[src/rtl/matrix_loader.sv]
// matrix_loader: streams operand elements into the matrix multiplier's
// mat1/mat2 stores (row-major), pulses start, then waits for done.
// Optional framing check on in_last: define MATRIX_LOADER_LAST_CHECK_EN.
module matrix_loader #(
    parameter int ROW1  = 3,
    parameter int COL1  = 3,
    parameter int COL2  = 3,
    parameter int WIDTH = 16,
    localparam int N1   = ROW1 * COL1,
    localparam int N2   = COL1 * COL2,
    localparam int NMAX = (N1 > N2) ? N1 : N2,
    localparam int AW   = (NMAX > 1) ? $clog2(NMAX) : 1
) (
    input  logic             clk,
    input  logic             rst_n,
    input  logic             in_valid,
    output logic             in_ready,
    input  logic [WIDTH-1:0] in_data,
    input  logic             in_last,
    output logic             wr_en,
    output logic             wr_sel,
    output logic [AW-1:0]    wr_addr,
    output logic [WIDTH-1:0] wr_data,
    output logic             start,
    input  logic             done,
    output logic             err
);

    typedef enum logic [1:0] {
        LOAD1 = 2'd0,
        LOAD2 = 2'd1,
        START = 2'd2,
        WAIT  = 2'd3
    } state_t;

    localparam logic [AW-1:0] LAST1 = AW'(N1 - 1);
    localparam logic [AW-1:0] LAST2 = AW'(N2 - 1);

    state_t        state, next_state;
    logic [AW-1:0] cnt, cnt_next;
    logic          accept;
    logic          at_end;
    logic          frame_err;
    logic          ready_d;
    logic          start_d;

    assign accept = in_valid & in_ready;
    assign at_end = (state == LOAD2) ? (cnt == LAST2) : (cnt == LAST1);

`ifdef MATRIX_LOADER_LAST_CHECK_EN
    // in_last must coincide exactly with the final beat of each matrix
    assign frame_err = accept & (in_last != at_end);
`else
    logic unused_in_last;
    assign frame_err      = 1'b0;
    assign unused_in_last = in_last;
    assign err            = 1'b0;
`endif

    // State and element counter register
    always_ff @(posedge clk or negedge rst_n) begin
        if (!rst_n) begin
            state <= LOAD1;
            cnt   <= '0;
        end else begin
            state <= next_state;
            cnt   <= cnt_next;
        end
    end

    // Next-state and counter logic
    always_comb begin
        next_state = state;
        cnt_next   = cnt;
        case (state)
            LOAD1, LOAD2: begin
                if (accept) begin
                    if (frame_err) begin
                        next_state = LOAD1;
                        cnt_next   = '0;
                    end else if (at_end) begin
                        next_state = (state == LOAD1) ? LOAD2 : START;
                        cnt_next   = '0;
                    end else begin
                        cnt_next = cnt + 1'b1;
                    end
                end
            end
            START:   next_state = WAIT;
            WAIT:    if (done) next_state = LOAD1;
            default: next_state = LOAD1;
        endcase
    end

    // Output decode: in_ready and start are registered from the next state,
    // so in_ready drops on the same edge that accepts the final mat2 beat
    always_comb begin
        ready_d = (next_state == LOAD1) || (next_state == LOAD2);
        start_d = (next_state == START);
    end

    // Registered handshake, start pulse and store write bus
    always_ff @(posedge clk or negedge rst_n) begin
        if (!rst_n) begin
            in_ready <= 1'b0;
            start    <= 1'b0;
            wr_en    <= 1'b0;
            wr_sel   <= 1'b0;
            wr_addr  <= '0;
            wr_data  <= '0;
        end else begin
            in_ready <= ready_d;
            start    <= start_d;
            wr_en    <= accept;
            if (accept) begin
                wr_sel  <= (state == LOAD2);
                wr_addr <= cnt;
                wr_data <= in_data;
            end
        end
    end

`ifdef MATRIX_LOADER_LAST_CHECK_EN
    // Sticky framing error flag
    always_ff @(posedge clk or negedge rst_n) begin
        if (!rst_n) begin
            err <= 1'b0;
        end else if (frame_err) begin
            err <= 1'b1;
        end
    end
`endif

endmodule
[config.mk]
export PLATFORM = sky130hd
export DESIGN_NAME = matrix_loader
export DESIGN_NICKNAME = d
export VERILOG_FILES = /design/src/rtl/matrix_loader.sv
export SDC_FILE = /design/constraint.sdc
export NUM_CORES = 1
export LEC_CHECK = 0
export CAP_MARGIN = 5
export CELL_PAD_IN_SITES_DETAIL_PLACEMENT = 0
export CELL_PAD_IN_SITES_GLOBAL_PLACEMENT = 1
export CORE_MARGIN = 2
export CORE_UTILIZATION = 35
export DETAILED_ROUTE_END_ITERATION = 10
export PLACE_DENSITY_LB_ADDON = 0.25
export REMOVE_ABC_BUFFERS = 1
export SYNTH_ARGS = -nofsm -noshare
export SYNTH_HDL_FRONTEND = slang
export SYNTH_SLANG_ARGS = --single-unit
[constraint.sdc]
create_clock -name clk -period 3.9 [get_ports clk]
set_clock_uncertainty 0.15 [all_clocks]
set_input_delay 0.975 -clock clk [delete_from_list [all_inputs] [get_ports clk]]
set_output_delay 0.975 -clock clk [all_outputs]
set_load 0.05 [all_outputs]
==> reports/qor.txt <==
Outcome -> finished, final reports clean
Fmax -> 0.375 GHz
CP Data Required Time -> 2.77 ns
Initial antenna violation count -> 0
CTS max path bufs -> 2
P_leak -> 0.000730 uW
Fillers -> 313
WP data arrival -> 1.54 ns
Slowest CP cell -> clkdlybuf4s50_1
Final Hold Vio Count -> 0
PD cells -> 855 nW/um^2
Placed inst area -> 1660 um^2
First-pass detailed-route iteration total -> 3
Synth Cell Area -> 1190 um^2
Clock Tree Root -> clkbuf_4
Final min period -> 2.67 ns
Synth top area share -> 63.2%
First-pass GRT wire length -> 3.75 mm
Die Y -> 62.3 um
Syn avg cell area -> 13.4 um^2
Setup tns final -> 0 ns
# resized after CTS -> 0
Critical Path Max Stage Delay -> 0.82 ns
Multi-input gate area in the final layout -> 404 um^2
GRT Util Overall -> 12.4%
Pin count of the biggest net entering global routing -> 31
Slew headroom -> 61.9%
First DRT Iteration DRCs -> 9
Placer Congestion -> 0.737
CP bufs+invs -> 1
Hold Buf Count CTS -> 0
H-tree level count -> 2
Rows -> 21
I/O Buffers -> 43
Half-perimeter wire length after placement -> 1.49 mm
Skew-Pair Late Insertion Delay -> 0.32 ns
Area growth, synth to finish -> 44.8%
Clock Pin Slew Worst Setup and Hold Paths -> 0.09 ns
Crit Path Class -> reg -> out
Top Family by Delay on Critical Path -> buffers and inverters
Count of different cell masters after synthesis -> 20
Place WS -> 1.13 ns
Vias per inst -> 4.46
Final wirelength -> 2.13 mm
Slew Viols, Final -> 0
Vias -> 817
Worst setup SP type -> register
Share of layout cells above drive strength 1 -> 20.4%
Top cells by count, synth -> 30 x dfrtp_1, 18 x mux2_2, 7 x nand2_1
Max cap viols -> 0
N_diodes -> 0
Net switching power -> 658 uW
Setup crit end kind -> output pin
Detail-routed net length per standard cell -> 11.6 um
Combinational power share -> 52.6%
Ys Warns -> 0
Final instance area -> 1720 um^2
Total gr overflow -> 0
Internal Pwr Total -> 814 uW
CTS tree -> done
DIE WIDTH -> 62.3 um
Sequential power share -> 34.7%
Peak VDD IR -> 0.000378 V
Hold Crit Class -> reg -> reg
Post-CTS setup buffers -> 0
FF+latch area -> 751 um^2
Post-synthesis instance total -> 89
Worst path cell trace -> clkdlybuf4s50_1
Top cell type by total area after synthesis -> dfrtp_1
Clk pwr share -> 12.7%
Post-synth EDFFs -> 0
Vias in the first global route -> 813
Main flop type after synthesis -> dfrtp_1
Flops & latches, synth -> 30
# IOs -> 46
Remaining antenna violation count after routing -> 0
Initial Utilization -> 35.9%
Worst slew pin tran -> 0.569 ns
Clock sinks -> 30
Total clock buffers created by CTS -> 5
Most frequent cell after synthesis -> dfrtp_1
Register area share after synthesis -> 63.2%
RSZ-0062 raised after global routing -> false
Fin crit share -> 68.3%
Final Setup Violations -> 0
Drc violations -> 0
Worst setup margin -> 1.23 ns
Core area -> 3310 um^2
Net Sw Frac -> 44.7%
Die ar. -> 3880 um^2
Nets@finish -> 159
Synth top area cells -> dfrtp_1 63%, mux2_2 17%, nand3_1 2.5%
Synth async-reset ratio -> 100%
Crit path max fanout -> 4
[kinds of logic after synthesis]
| group | after synthesis | share of synthesized area, % |
|---|---|---|
| AO/OA/AOI/OAI | 10 | 4.95 |
| adder cells (fa/ha/maj) | 2 | 2.10 |
| buffers and inverters | 7 | 2.84 |
| flip-flops | 30 | 63.2 |
| multiplexers | 19 | 18.3 |
| other | 1 | 0.315 |
| AND/OR/NAND/NOR | 20 | 8.32 |
[final cells by class]
type                            instances  share of cell area (%)
Sequential cell                        30                    43.6
Timing Repair Buffer                   44                    25.4
Multi-Input combinational cell         52                    23.5
Tap cell                               46                    3.34
Clock buffer                            7                    3.20
Inverter                                3                   0.654
Clock inverter                          1                   0.291
[registers in the layout, indices dropped and copies added (netlist names)]
register / cells
cnt: 4
wr_data: 16
wr_addr: 4
state: 2
wr_en: 1
start: 1
wr_sel: 1
in_ready: 1
[per-stage QoR]
stage | util (%) | instances | total power (uW) | hold WS, ns
floorplan | - | 85 | 1040 | 0.375
global placement | 50.2 | 175 | 1290 | 0.315
detailed placement | 50.2 | 175 | 1300 | 0.313
CTS | 52.0 | 183 | 1490 | 0.347
global route | 52.0 | 183 | 1560 | 0.365
finish | 52.0 | 183 | 1470 | 0.340
[per-layer routing]
layer	vias up	track usage [%]	wire, um
met5	-	0	0
met1	392	15.4	931
met4	0	5.83	15
li1	394	-	-
met3	2	5.98	185
met2	29	18.2	998
[worst paths after layout]
kind	start	end	slack (ns)	depth (start not counted)
min in group asynchronous	rst_n	cnt[1]	0.88	2
min reg2reg	wr_addr[1]	wr_addr[1]	0.34	2
min	wr_addr[1]	wr_addr[1]	0.34	2
max	in_ready	in_ready	1.23	1
max in group asynchronous	rst_n	wr_addr[2]	2.44	2
max reg2reg	in_ready	cnt[3]	2.27	3
[layout by cell type, fill, tap and decap left out, types with 3 or more instances in the layout]
cell type / n
nand3_1: 6
o21ai_0: 6
nand2_1: 7
mux2_2: 18
clkbuf_4: 5
dfrtp_1: 30
clkdlybuf4s50_1: 43
inv_1: 3
[power groups by stage]
stage / Combinational (uW) / Clock [uW] / Sequential [uW]
after floorplan: 198 / 0 / 839
after global placement: 776 / 0 / 512
after detailed placement: 782 / 0 / 518
after CTS: 784 / 197 / 513
after global routing: 818 / 213 / 531
final: 775 / 187 / 511
Note: power is estimated with default switching activity, not from simulation.
